[src/rtl/counter_scheduler.sv]
// counter_scheduler: round-robin sharing of one interval up-counter among NUM_REQ requesters
module counter_scheduler #(
    parameter int NUM_REQ = 4,
    parameter int CNT_W   = 4
) (
    input  logic                     Clk,
    input  logic                     Reset,
    input  logic [NUM_REQ-1:0]       Req,
    input  logic [NUM_REQ*CNT_W-1:0] Len,
    output logic [NUM_REQ-1:0]       Grant,
    output logic [NUM_REQ-1:0]       Done,
    output logic [CNT_W-1:0]         Count,
    output logic                     Busy
);
    localparam int IW = $clog2(NUM_REQ);
    localparam logic [1:0] IDLE  = 2'd0;
    localparam logic [1:0] COUNT = 2'd1;
    localparam logic [1:0] DONE  = 2'd2;

    logic [1:0]         r_state;
    logic [NUM_REQ-1:0] r_grant;
    logic [NUM_REQ-1:0] r_done;
    logic [CNT_W-1:0]   r_count;
    logic [CNT_W-1:0]   r_len;
    logic [IW-1:0]      r_ptr;
    logic [IW-1:0]      r_own;
    logic               w_any;
    logic [IW-1:0]      w_win;
    logic [IW:0]        w_sum;
    logic [IW-1:0]      w_idx;
    logic [CNT_W-1:0]   w_len;
    logic [IW-1:0]      w_next_ptr;

    // Scan downward so the candidate closest to the pointer is written last and wins.
    always_comb begin
        w_any = 1'b0;
        w_win = '0;
        w_sum = '0;
        w_idx = '0;
        for (int k = NUM_REQ - 1; k >= 0; k--) begin
            w_sum = {1'b0, r_ptr} + (IW+1)'(k);
            w_idx = IW'(w_sum >= (IW+1)'(NUM_REQ) ? w_sum - (IW+1)'(NUM_REQ) : w_sum);
            if (Req[w_idx]) begin
                w_any = 1'b1;
                w_win = w_idx;
            end
        end
    end

    assign w_len      = Len[int'(w_win)*CNT_W +: CNT_W];
    assign w_next_ptr = (r_own == IW'(NUM_REQ - 1)) ? '0 : r_own + 1'b1;

    always_ff @(posedge Clk) begin
        if (!Reset) begin
            r_state <= IDLE;
            r_grant <= '0;
            r_done  <= '0;
            r_count <= '0;
            r_len   <= '0;
            r_ptr   <= '0;
            r_own   <= '0;
        end else begin
            case (r_state)
                IDLE: if (w_any) begin
                    r_state <= COUNT;
                    r_grant <= NUM_REQ'(1) << w_win;
                    r_own   <= w_win;
                    r_len   <= w_len;
                    r_count <= '0;
                end
                COUNT: if (!Req[r_own]) begin
                    r_state <= IDLE;
                    r_grant <= '0;
                    r_count <= '0;
                    r_ptr   <= w_next_ptr;
                end else if (r_count == r_len) begin
                    r_state <= DONE;
                    r_done  <= r_grant;
                end else begin
                    r_count <= r_count + 1'b1;
                end
                DONE: begin
                    r_state <= IDLE;
                    r_grant <= '0;
                    r_done  <= '0;
                    r_count <= '0;
                    r_ptr   <= w_next_ptr;
                end
                default: r_state <= IDLE;
            endcase
        end
    end

    assign Grant = r_grant;
    assign Done  = r_done;
    assign Count = r_count;
    assign Busy  = (r_state != IDLE);
endmodule

[config.mk]
export PLATFORM = sky130hd
export DESIGN_NAME = counter_scheduler
export DESIGN_NICKNAME = d
export VERILOG_FILES = /design/src/rtl/counter_scheduler.sv
export SDC_FILE = /design/constraint.sdc
export NUM_CORES = 1
export LEC_CHECK = 0
export BUFFER_PORTS_ARGS = -buffer_cell sky130_fd_sc_hd__buf_2
export CAP_MARGIN = 20
export CORE_ASPECT_RATIO = 0.6
export CORE_MARGIN = 5
export CORE_UTILIZATION = 45
export DETAILED_ROUTE_END_ITERATION = 8
export GPL_ROUTABILITY_DRIVEN = 0
export PLACE_DENSITY = 0.69
export SETUP_SLACK_MARGIN = 0.1
export SLEW_MARGIN = 10
export SYNTH_ARGS = -nofsm -noshare
export SYNTH_HDL_FRONTEND = slang
export SYNTH_SLANG_ARGS = --single-unit
[constraint.sdc]
create_clock -name Clk -period 4.96 [get_ports Clk]
set_input_delay 0.992 -clock Clk [delete_from_list [all_inputs] [get_ports Clk]]
set_output_delay 0.992 -clock Clk [all_outputs]
set_load 0.05 [all_outputs]
# Word level (Yosys, flattened, before mapping)
# Cells that the tools add are included.
# W data, S select, Z words.
dict set report classes {
  add_sub_neg 9
  n_lt_le_gt_ge 9
  n_eq_ne 10
  n_shift 2
  n_mux 39
  reduce_logical 10
}
# cell count
set ops {}
lappend ops {{$mux W4} 7}
lappend ops {{$mux W2} 13}
lappend ops {{$pmux W4 S3} 2}
lappend ops {{$shiftx A16 B5 Y4} 1}
lappend ops {{$lt A2 B3 Y1 const B} 5}
lappend ops {{$bmux W1 S2} 5}
lappend ops {{$ge A3 B3 Y1 const B} 3}
lappend ops {{$mux W1} 9}
lappend ops {{$reduce_and A3 Y1} 3}
lappend ops {{$ne A2 B2 Y1 const B} 4}
lappend ops {{$pmux W2 S2} 2}
lappend ops {{$pmux W4 S2} 1}
lappend ops {{$sub A2 B1 Y2 const B} 4}
lappend ops {{$add A2 B2 Y3 const B} 2}
lappend ops {{$ne A3 B3 Y1 const B} 2}
lappend ops {{$reduce_and A2 Y1} 3}
lappend ops {{$add A4 B1 Y4 const B} 1}
lappend ops {{$eq A2 B2 Y1 const B} 2}
lappend ops {{$eq A4 B4 Y1} 1}
lappend ops {{$reduce_bool A2 Y1} 2}
lappend ops {{$shl A1 B2 Y4 const A} 1}
lappend ops {{$add A2 B1 Y3 const B} 1}
lappend ops {{$ge A2 B3 Y1 const B} 1}
lappend ops {{$reduce_bool A3 Y1} 1}
lappend ops {{other kinds (3)} 3}
dict set report totals {
  regBits 22
  in_bits 22
  output_inout_bits 13
  word_cells 86
}

# Longest topological paths before layout
# Gate-level depths: netlist of the first run.
dict set report logic_depth {
  depth_word 12
  mapped_depth 7
  mapped_depth_nobuf 7
}

# Worst setup path after synthesis of the first run
# OpenSTA, ideal clock, no wires.
dict set report synth_path {
  kind {input-to-reg}
  start {in Req[1]}
  end {reg r_grant[1], in the netlist Grant[1]}
  setup_ns 0.132
  arrival_time_ns 2.085
  required_time_ns 4.828
  setup_slack_ns 2.743
  stages 5
  path_buffers 0
  cell_sequence {nor4_1 > a21oi_1 > nand2_1 > or4_1 > a21oi_1}
}
dict set report synth_via {
  elab_chain_cells 9
  word_cells_on_any_way 24
  classes_between {2 x eq/ne; 1 x shift; 20 x mux; 1 x reduce/logical}
}
# element line
set synth_lines {}
lappend synth_lines {{from (decl)} 8} ;# input logic [NUM_REQ-1:0] Req,
lappend synth_lines {{$bmux W1 S2} 43} ;# if (Req[w_idx]) begin
lappend synth_lines {{$mux W1 (implied by the code)} 43}
lappend synth_lines {{$mux W2 (4 in a row)} 43}
lappend synth_lines {{$shl A1 B2 Y4} 66} ;# r_grant <= NUM_REQ'(1) << w_win;
lappend synth_lines {{$mux W4} 64} ;# IDLE: if (w_any) begin
lappend synth_lines {{$pmux W4 S3} 63} ;# case (r_state)
lappend synth_lines {{to (signal assigned)} 66}
lappend synth_lines {{to (decl)} 21} ;# logic [NUM_REQ-1:0] r_grant;
# Parallel ways exist; a longest one is shown, timed or not. The select of a mux whose other input is x is not followed.
# A chain may end at the register's enable or synchronous reset.

# Worst setup path after layout of the first run
dict set report layout_path {
  start {reg r_state[0]}
  end {out Busy}
}
dict set report layout_via {
  elab_chain_cells 1
}
# element line
set layout_lines {}
lappend layout_lines {{from (decl)} 20} ;# logic [1:0] r_state;
lappend layout_lines {{from (signal assigned)} 55} ;# r_state <= IDLE;
lappend layout_lines {{from (signal assigned)} 65} ;# r_state <= COUNT;
lappend layout_lines {{from (signal assigned)} 72} ;# r_state <= IDLE;
lappend layout_lines {{$reduce_bool A2 Y1} 97} ;# assign Busy = (r_state != IDLE);
lappend layout_lines {{to (decl)} 13} ;# output logic Busy
# No other way between the ends.

==> load_flow_metrics.sql, run 1 <==
INSERT INTO impl_metrics (metric_group, metric, value, unit) VALUES
('outcome', 'outcome', 'completed', ''),
('setup_path', 'worst-endpoint-required', '3.97', 'ns'),
('finish', 'area_delta_synth_final', '19.38', '%'),
('sta', 'final.setup_skew', '0.0009061', 'ns'),
('cts', 'cts_setup_buffers', '0', ''),
('sta', 'slew_violations', '0', ''),
('finish', 'final_layout_size_suffix_gt1_frac', '0.2287', ''),
('grt', 'grt_overflow_total', '0', ''),
('setup_path', 'cp-endpoint', 'Busy', ''),
('sta', 'fin_ws', '2.550', 'ns'),
('sta', 'final.period_utilization', '0.4859', ''),
('synth', 'avgSynthCellArea', '8.399', 'um^2'),
('placed_design', 'post_dp_cell_area', '0.001479', 'mm^2'),
('setup_path', 'ff2ff_path_depth', '7', ''),
('die', 'num_rows', '15', ''),
('detailed_routing', 'wl_met3', '320', 'um'),
('sta', 'setup_tns', '0', 'ns'),
('pwr', 'net-switching-power', '0.2118', 'mW'),
('pwr', 'sequentialPowerShare', '0.398', ''),
('placed_design', 'hpwlAfterDp', '2707', 'um'),
('synth', 'synth.net_count', '181', ''),
('finish', 'layout.cells.non_filler', '222', ''),
('grt', 'grt_antenna_before_repair', '0', ''),
('sta', 'hold_slack', '0.4789', 'ns'),
('sta', 'finalCriticalPeriod', '2.410', 'ns'),
('setup_path', 'start_kind', 'flip-flop', ''),
('synth', 'netlist_instances', '153', ''),
('hold_path', 'hold_path_class', 'flip-flop to flip-flop', ''),
('sta', 'timing_worst_slew_pin_value', '0.7273', 'ns'),
('cts', 'number_of_buffers_added_by_the_clock_tree_synthesis_step', '3', ''),
('detailed_routing', 'vias', '1309', ''),
('cts', 'clkTransAtPathRegs', '0.08', 'ns'),
('cts', 'clk_path_buf_depth', '2', ''),
('finish', 'highest_count_cells_in_the_layout_ignoring_fill_and_taps', '34 x buf_2, 22 x dfxtp_1, 20 x nand2_1', ''),
('detailed_routing', 'drt-wirelength-per-cell', '15.46', 'um'),
('pwr', 'combinationalPowerShare', '0.371', ''),
('setup_path', 'cpMostUsedCell', 'inv_1', ''),
('grt', 'grt_first_pass_wirelength', '5451', 'um'),
('detailed_routing', 'final_antenna_net_count', '0', ''),
('synth', 'synth_sequential_area_ratio', '0.3427', ''),
('detailed_routing', 'route.met2.wl', '1483', 'um'),
('pwr', 'vdd.ir_drop.worst', '0.1753', 'mV'),
('grt', 'maximum_number_of_pins_on_one_net_before_global_route_repair', '13', ''),
('detailed_routing', 'total_wirelength_of_the_detailed_routed_design', '3432', 'um'),
('cts', 'clk-insertion-delay-late', '0.26', 'ns'),
('cts', 'cts-htree-levels', '1', ''),
('synth', 'yosysWarnings', '0', ''),
('placed_design', 'place_worst_setup_slack', '2.364', 'ns'),
('setup_path', 'critical_path.reg2reg.endpoint', 'Grant[1]', ''),
('setup_path', 'cp_max_fo', '6', ''),
('setup_path', 'startpoint', 'r_state[0]', ''),
('cts', 'clkSinkCount', '22', ''),
('die', 'floorplan.die.width', '78.99', 'um'),
('detailed_routing', 'route.detailed.drc', '0', ''),
('detailed_routing', 'drt_pre_antenna_iters', '4', ''),
('cts', 'cts_hold_repair.buffers', '0', ''),
('synth', 'flop_and_latch_count_out_of_synthesis', '22', ''),
('die', 'die_height', '51.39', 'um'),
('sta', 'finalSetupViolCount', '0', ''),
('finish', 'num_antenna_cells', '0', ''),
('detailed_routing', 'routedLengthMet1', '1603', 'um'),
('detailed_routing', 'route.detailed.vias_per_inst', '5.896', ''),
('die', 'coreArea', '0.002796', 'mm^2'),
('sta', 'timing.fmax', '414.9', 'MHz'),
('synth', 'syn_area', '0.001285', 'mm^2'),
('cts', 'cts_resized', '0', ''),
('finish', 'nNetsFinal', '217', ''),
('synth', 'synth.lib_cells_used.distinct', '37', ''),
('die', 'ios', '35', ''),
('finish', 'fin_util', '0.5485', ''),
('placed_design', 'io_buffers', '34', '');
==> power by group through the flow <==
stage                     clock [mW]  combinational [mW]  sequential, mW
after floorplan                    0               0.138           0.238
after global placement             0               0.198           0.224
after detailed placement           0               0.203           0.225
after CTS                      0.132               0.205           0.221
after global routing           0.139               0.227           0.224
final                          0.128               0.206           0.221
==> critical path: cells and delay by family (launching register included) <==
| family | cells | cell delay (ns) |
|---|---|---|
| flops | 1 | 0.41 |
| fa+ha+maj | 1 | 0.28 |
| buf+inv | 3 | 0.47 |
==> how the worst min path moves through the flow <==
stage	from	endpoint	slack, ns	depth (start not counted)
floorplan	r_own[0]	r_own[0]	0.47	2
global placement	Grant[0]	Grant[0]	0.46	2
detailed placement	Grant[0]	Grant[0]	0.47	2
CTS	Grant[0]	Grant[0]	0.48	2
global route	Grant[1]	Grant[1]	0.51	2
finish	Grant[0]	Grant[0]	0.48	2
==> sequential cells by signal, summed over array words and instances (netlist names) <==
name     count
Grant        4
r_own        2
Count        4
r_len        4
Done         4
r_state      2
r_ptr        2
==> area by class of cell <==
type                            count  area, um^2
Fill cell                         266        1262
Clock buffer                        4       55.05
Tap cell                           34       42.54
Inverter                            5       18.77
Multi-Input combinational cell    123       807.0
Timing Repair Buffer               34       170.2
Sequential cell                    22       440.4
==> cell families after synthesis <==
kind of cell / after synthesis / share of synthesized area
XOR/XNOR: 4 / 0.02726
adder cells (fa/ha/maj): 6 / 0.05842
multiplexers: 8 / 0.06232
AND/OR/NAND/NOR: 60 / 0.2464
buffers and inverters: 8 / 0.02921
flip-flops: 22 / 0.3427
AO/OA/AOI/OAI: 45 / 0.2337
==> per-layer routing <==
metal  track usage  up-vias
met3       0.05282        2
met4       0.05143        0
met1        0.2202      609
li1              -      640
met2        0.2668       58
met5             0        -
==> synth_stat cells <==
cell type	number	area, um^2
dfxtp_1	22	440.4
nand2_1	20	75.07
a21oi_1	12	60.06
nor2_1	11	41.29
mux2i_1	8	80.08
ha_1	6	75.07
o21ai_0	6	30.03
inv_1	5	18.77
nor3_1	5	25.02
or4_1	5	37.54
a2111oi_0	4	35.03
a211oi_1	4	30.03
a22oi_1	4	30.03
xnor2_1	4	35.03
nand2b_1	3	18.77
nand3_1	3	15.01
a21boi_0	2	15.01
a21boi_1	2	15.01
a21o_1	2	15.01
a31oi_1	2	12.51
clkbuf_1	2	7.510
nand4_1	2	12.51
nor2b_1	2	12.51
o21a_1	2	15.01
o22ai_1	2	12.51
or3_1	2	12.51
and2_1	1	6.260
and3_4	1	11.26
and4_1	1	8.760
buf_6	1	11.26
nand3_4	1	17.52
nand3b_1	1	7.510
nor4_1	1	6.260
o221a_2	1	11.26
o22a_1	1	8.760
o22a_2	1	10.01
or2_4	1	8.760
No activity file was read; power rests on OpenSTA's default activity.
==> run 2: changes to the inputs <==
PLACE_DENSITY = 0.72   (was 0.69)
clock period = 2.1 ns   (was 4.96 ns; I/O delays follow)
==> run 2 against run 1 <==
Effect of this change: final cell count is 0.90% higher; critical path depth stayed put; via count is 0.38% higher; largest cell class unchanged; wire length is 5.2% higher; highest routed layer unchanged; worst setup slack worse by 2.3 ns; clock power grew to 3.1 times the previous value; total power grew to 2.6 times the previous value.
==> load_flow_metrics.sql, run 2 (synthesis results as in run 1) <==
INSERT INTO impl_metrics (metric_group, metric, value, unit) VALUES
('grt', 'grt_first_pass_wirelength', '6210', 'um'),
('sta', 'timing_worst_slew_pin_value', '0.4735', 'ns'),
('sta', 'finalSetupViolCount', '0', ''),
('detailed_routing', 'drt_pre_antenna_iters', '4', ''),
('flow_run', 'max_cap_violations', '0', ''),
('die', 'num_rows', '15', ''),
('setup_path', 'critical_path_depth', '4', ''),
('outcome', 'outcome', 'completed', ''),
('die', 'ios', '35', ''),
('grt', 'grt_overflow_total', '0', ''),
('finish', 'highest_count_cells_in_the_layout_ignoring_fill_and_taps', '34 x buf_2, 22 x dfxtp_1, 19 x nand2_1', ''),
('sta', 'slew_violations', '0', ''),
('detailed_routing', 'drt-wirelength-per-cell', '16.12', 'um'),
('setup_path', 'worst_setup_path_end_kind', 'primary output', ''),
('detailed_routing', 'total_wirelength_of_the_detailed_routed_design', '3611', 'um'),
('setup_path', 'worst-setup-path-type', 'flip-flop to primary output', ''),
('finish', 'fin_util', '0.5651', ''),
('sta', 'grt_setup_unrepaired', 'false', ''),
('setup_path', 'worst-endpoint-required', '1.68', 'ns'),
('die', 'die_height', '51.39', 'um'),
('placed_design', 'hpwlAfterDp', '2823', 'um'),
('grt', 'first_global_vias', '1306', ''),
('sta', 'normalized_max_slew_margin', '0.6762', ''),
('hold_path', 'number_of_stages_on_the_worst_hold_path', '2', ''),
('cts', 'clk_path_buf_depth', '2', ''),
('sta', 'hold_slack', '0.4701', 'ns'),
('cts', 'cts_hold_repair.buffers', '0', ''),
('setup_path', 'ff2ff_path_depth', '6', ''),
('finish', 'nNetsFinal', '219', ''),
('sta', 'finalCriticalPeriod', '1.851', 'ns'),
('setup_path', 'start_kind', 'flip-flop', ''),
('placed_design', 'io_buffers', '34', ''),
('detailed_routing', 'drtIter0Drc', '118', ''),
('grt', 'maximum_number_of_pins_on_one_net_before_global_route_repair', '14', ''),
('hold_path', 'hold_path_class', 'flip-flop to flip-flop', ''),
('cts', 'cts-root-buf', 'clkbuf_8', ''),
('setup_path', 'timing.critical_path.max_delay_family', 'buffers and inverters', ''),
('cts', 'number_of_buffers_added_by_the_clock_tree_synthesis_step', '3', ''),
('sta', 'final.period_utilization', '0.8813', ''),
('die', 'floorplan.initialDensity', '0.4595', ''),
('setup_path', 'critPathArrivalTime', '1.43', 'ns'),
('cts', 'cts_tree', 'built', ''),
('placed_design', 'place_worst_setup_slack', '0.1211', 'ns'),
('die', 'floorplan.die_area', '0.004059', 'mm^2'),
('sta', 'fin_ws', '0.2493', 'ns'),
('detailed_routing', 'route.detailed.drc', '0', ''),
('die', 'floorplan.die.width', '78.99', 'um'),
('pwr', 'vdd.ir_drop.worst', '0.4311', 'mV'),
('finish', 'num_antenna_cells', '0', ''),
('cts', 'clk-insertion-delay-late', '0.26', 'ns'),
('setup_path', 'timing.critical_path.slowest_stage_cell', 'dfxtp_1', ''),
('sta', 'finalHoldViolations', '0', ''),
('setup_path', 'worst-path-buf-inv', '3', ''),
('pwr', 'finalPower', '1.429', 'mW'),
('detailed_routing', 'vias', '1314', ''),
('sta', 'setup_tns', '0', 'ns'),
('sta', 'timing.fmax', '540.3', 'MHz'),
('grt', 'tot_gr_track_use', '0.1951', ''),
('finish', 'final_layout_size_suffix_gt1_frac', '0.2579', ''),
('cts', 'clkTransAtPathRegs', '0.08', 'ns'),
('finish', 'area_delta_synth_final', '22.98', '%'),
('setup_path', 'cpMostUsedCell', 'inv_1', ''),
('finish', 'most_frequent_standard_cell_in_the_layout_excluding_fill_and_tap_cells', 'buf_2', ''),
('pwr', 'power_density', '904.3', 'mW/mm^2'),
('setup_path', 'cp_cell_sequence', 'inv_1 -> ha_1 -> inv_1 -> buf_2', ''),
('detailed_routing', 'route.detailed.vias_per_inst', '5.866', ''),
('grt', 'grt_antenna_before_repair', '0', ''),
('die', 'coreArea', '0.002796', 'mm^2'),
('pwr', 'power.leakage', '0.6750', 'nW'),
('detailed_routing', 'final_antenna_net_count', '0', ''),
('cts', 'cts-htree-levels', '1', ''),
('setup_path', 'cp_max_fo', '6', ''),
('sta', 'final.setup_skew', '0.004662', 'ns'),
('setup_path', 'worst_path_largest_cell_delay', '0.41', 'ns'),
('cts', 'clkSinkCount', '22', '');
[run 2: cell type report]
class	count	area (um^2)
Fill cell	264	1216
Multi-Input combinational cell	123	822.0
Sequential cell	22	440.4
Timing Repair Buffer	36	185.2
Tap cell	34	42.54
Clock buffer	3	41.29
Clock inverter	1	30.03
Inverter	5	18.77
[run 2: timing repair]
| action | in CTS | in global routing |
|---|---|---|
| setup endpoints to repair | 0 | 7 |
| resized for setup | 0 | 5 |
| buffers inserted | 0 | 0 |
[run 2: path summary, 6_finish.rpt]
kind | from | endpoint | slack (ns)
max | r_state[0] | Busy | 0.25
min | Grant[1] | Grant[1] | 0.47
max reg2reg | r_state[0] | Grant[1] | 0.26
min reg2reg | Grant[1] | Grant[1] | 0.47
[run 2: metal layers]
metal / track usage / vias to the layer above / share of wire
li1: - / 639 / -
met1: 0.2667 / 607 / 0.47
met2: 0.3128 / 64 / 0.43
met3: 0.05458 / 4 / 0.098
met4: 0.02857 / 0 / 0.0033
met5: 0 / - / 0
[run 2: tightest hold or removal path: stages (launching register included)]
cell     delay, ns
dfxtp_1       0.32
nand2_1       0.05
a21oi_1       0.05
[run 2: where the power goes]
group	leakage (nW)	switching, mW	internal, mW
Combinational	0.460	0.326	0.183
Sequential	0.180	0.0511	0.470
Clock	0.0357	0.144	0.255
[run 2: stage by stage]
step,instances,instance area (um^2)
global placement,220,1494
detailed placement,220,1494
CTS,224,1565
floorplan,153,1285
global route,224,1580
finish,224,1580
==> run 3: changes to the inputs <==
CORE_ASPECT_RATIO = 0.75   (was 0.6)
==> run 3 against run 2 <==
Effect of this change: die area fell by 0.59%; wire length shrank 0.53%; sequential power up 0.8%; largest power group unchanged; largest cell class unchanged; first-iteration DRC count is 47% lower; total power fell by 0.11%; critical path type is now flip-flop to flip-flop.
==> load_flow_metrics.sql, run 3 (synthesis results as in run 1) <==
INSERT INTO impl_metrics (metric_group, metric, value, unit) VALUES
('outcome', 'outcome', 'completed', ''),
('cts', 'number_of_buffers_added_by_the_clock_tree_synthesis_step', '3', ''),
('setup_path', 'timing.critical_path.max_delay_family', 'compound AO/OA/AOI/OAI gates', ''),
('finish', 'nNetsFinal', '218', ''),
('finish', 'area_delta_synth_final', '22.40', '%'),
('pwr', 'intPower', '0.9039', 'mW'),
('sta', 'normalized_max_slew_margin', '0.6219', ''),
('placed_design', 'hpwlAfterDp', '2669', 'um'),
('finish', 'area_used_by_multi_input_combinational_logic', '819.5', 'um^2'),
('setup_path', 'start_kind', 'flip-flop', ''),
('cts', 'clk-insertion-delay-late', '0.27', 'ns'),
('hold_path', 'hold_path_class', 'input pin to flip-flop', ''),
('pwr', 'power.leakage', '0.6695', 'nW'),
('placed_design', 'place.detailed.instances', '221', ''),
('pwr', 'net-switching-power', '0.5235', 'mW'),
('grt', 'grt_first_pass_wirelength', '5754', 'um'),
('setup_path', 'critPathArrivalTime', '2.01', 'ns'),
('finish', 'layout.cells.non_filler', '225', ''),
('setup_path', 'worst-endpoint-required', '2.24', 'ns'),
('finish', 'final-seq-area', '440.4', 'um^2'),
('finish', 'most_frequent_standard_cell_in_the_layout_excluding_fill_and_tap_cells', 'buf_2', ''),
('flow_run', 'max_cap_violations', '0', ''),
('die', 'floorplan.die_area', '0.004035', 'mm^2'),
('detailed_routing', 'total_wirelength_of_the_detailed_routed_design', '3592', 'um'),
('detailed_routing', 'route.detailed.drc', '0', ''),
('detailed_routing', 'route.detailed.vias_per_inst', '5.920', ''),
('detailed_routing', 'drt_pre_antenna_iters', '4', ''),
('detailed_routing', 'vias', '1332', ''),
('die', 'floorplan.initialDensity', '0.4790', ''),
('cts', 'clk_path_buf_depth', '2', ''),
('setup_path', 'worst_path_largest_cell_delay', '0.60', 'ns'),
('die', 'coreArea', '0.002683', 'mm^2'),
('setup_path', 'cp_max_fo', '10', ''),
('sta', 'final.setup_skew', '0.008549', 'ns'),
('sta', 'timing.fmax', '533.8', 'MHz'),
('sta', 'final.period_utilization', '0.8921', ''),
('die', 'ios', '35', ''),
('sta', 'grt_setup_unrepaired', 'false', ''),
('pwr', 'clock_power_share', '0.282', ''),
('cts', 'clkSinkCount', '22', ''),
('die', 'num_rows', '16', ''),
('die', 'die_height', '56.28', 'um'),
('die', 'floorplan.die.width', '71.71', 'um'),
('setup_path', 'cp_cell_sequence', 'mux2i_1 -> or2_4 -> nand3_4 -> a2111oi_0 -> a211oi_1', ''),
('grt', 'tot_gr_track_use', '0.1776', ''),
('grt', 'grt_overflow_total', '0', ''),
('pwr', 'vdd.ir_drop.worst', '0.5959', 'mV'),
('grt', 'maximum_number_of_pins_on_one_net_before_global_route_repair', '14', ''),
('sta', 'slew_violations', '0', ''),
('sta', 'setup_tns', '0', 'ns'),
('setup_path', 'worst_setup_path_end_kind', 'flip-flop', ''),
('grt', 'first_global_vias', '1246', ''),
('finish', 'num_antenna_cells', '0', ''),
('finish', 'fin_util', '0.5863', ''),
('setup_path', 'timing.critical_path.slowest_stage_cell', 'a2111oi_0', ''),
('setup_path', 'worst-setup-path-type', 'flip-flop to flip-flop', ''),
('cts', 'cts-root-buf', 'clkbuf_8', ''),
('detailed_routing', 'final_antenna_net_count', '0', ''),
('finish', 'fillers', '240', ''),
('cts', 'cts-htree-levels', '1', ''),
('pwr', 'combinationalPowerShare', '0.350', ''),
('finish', 'highest_count_cells_in_the_layout_ignoring_fill_and_taps', '34 x buf_2, 22 x dfxtp_1, 19 x nand2_1', ''),
('pwr', 'power_density', '907.5', 'mW/mm^2'),
('finish', 'final_layout_size_suffix_gt1_frac', '0.2540', ''),
('cts', 'clkTransAtPathRegs', '0.09', 'ns'),
('detailed_routing', 'drt-wirelength-per-cell', '15.96', 'um'),
('sta', 'finalSetupViolCount', '0', ''),
('pwr', 'sequentialPowerShare', '0.368', ''),
('setup_path', 'worst-path-buf-inv', '0', ''),
('pwr', 'sw_frac_of_total', '0.3667', ''),
('sta', 'finalHoldViolations', '0', ''),
('cts', 'cts_tree', 'built', ''),
('detailed_routing', 'drtIter0Drc', '62', ''),
('grt', 'grt_antenna_before_repair', '0', ''),
('placed_design', 'io_buffers', '34', ''),
('sta', 'timing_worst_slew_pin_value', '0.5528', 'ns'),
('sta', 'finalCriticalPeriod', '1.873', 'ns');
==> run 3: cell types whose count changed in the layout (fill, tap and decap cells not counted), sizes merged <==
cell	previous run	this run
buf	36	35
==> run 3: metal layers <==
metal | track usage | routed length, um
met5 | 0 | 0
met4 | 0.05362 | 54
met3 | 0.04100 | 275
met2 | 0.2906 | 1638
met1 | 0.2313 | 1624
==> run 3: per-stage QoR <==
step	power, mW	hold slack [ns]	worst slack, ns	cell area (um^2)
2_1_floorplan	0.8872	0.4742	0.3781	1285
3_3_place_gp	0.9929	0.4647	0.1670	1489
3_5_place_dp	1.011	0.4650	0.1663	1489
4_1_cts	1.412	0.4766	0.1346	1560
5_1_grt	1.494	0.4931	0.1175	1573
6_report	1.427	0.4804	0.2267	1573
==> run 3: final timing paths <==
check                start          to  slack (ns)  cells past startpoint
setup reg to reg  r_ptr[1]    r_len[2]        0.23                      5
hold reg to reg   Grant[3]    Grant[3]        0.48                      2
hold / removal       Reset  r_state[1]        0.48                      2
setup / recovery  r_ptr[1]    r_len[2]        0.23                      5
==> run 3: area by class of cell <==
class	count	area share
timing repair buffer	35	0.1130
clock buffer	3	0.02625
inverter	5	0.01193
sequential	22	0.2800
multi-input combinational	123	0.5211
tap	36	0.02864
clock inverter	1	0.01909
==> run 3: power groups by stage <==
stage	combinational, mW	sequential (mW)	clock [mW]
after CTS	0.488	0.523	0.402
after global routing	0.545	0.532	0.417
final	0.500	0.525	0.402
after detailed placement	0.480	0.531	0
after global placement	0.466	0.527	0
after floorplan	0.326	0.561	0
==> run 3: timing repair <==
action | 4_1_cts | 5_1_grt
hold buffers | 0 | 0
setup buffers | 0 | 0
endpoints found under the setup margin | 0 | 7
gates resized for setup | 0 | 4
==> run 3: worst register-to-register path, stage by stage, from the launching register on <==
cell and delay [ns]:
dfxtp_1 0.47, mux2i_1 0.28, or2_4 0.17, nand3_4 0.14
a2111oi_0 0.61, a211oi_1 0.08
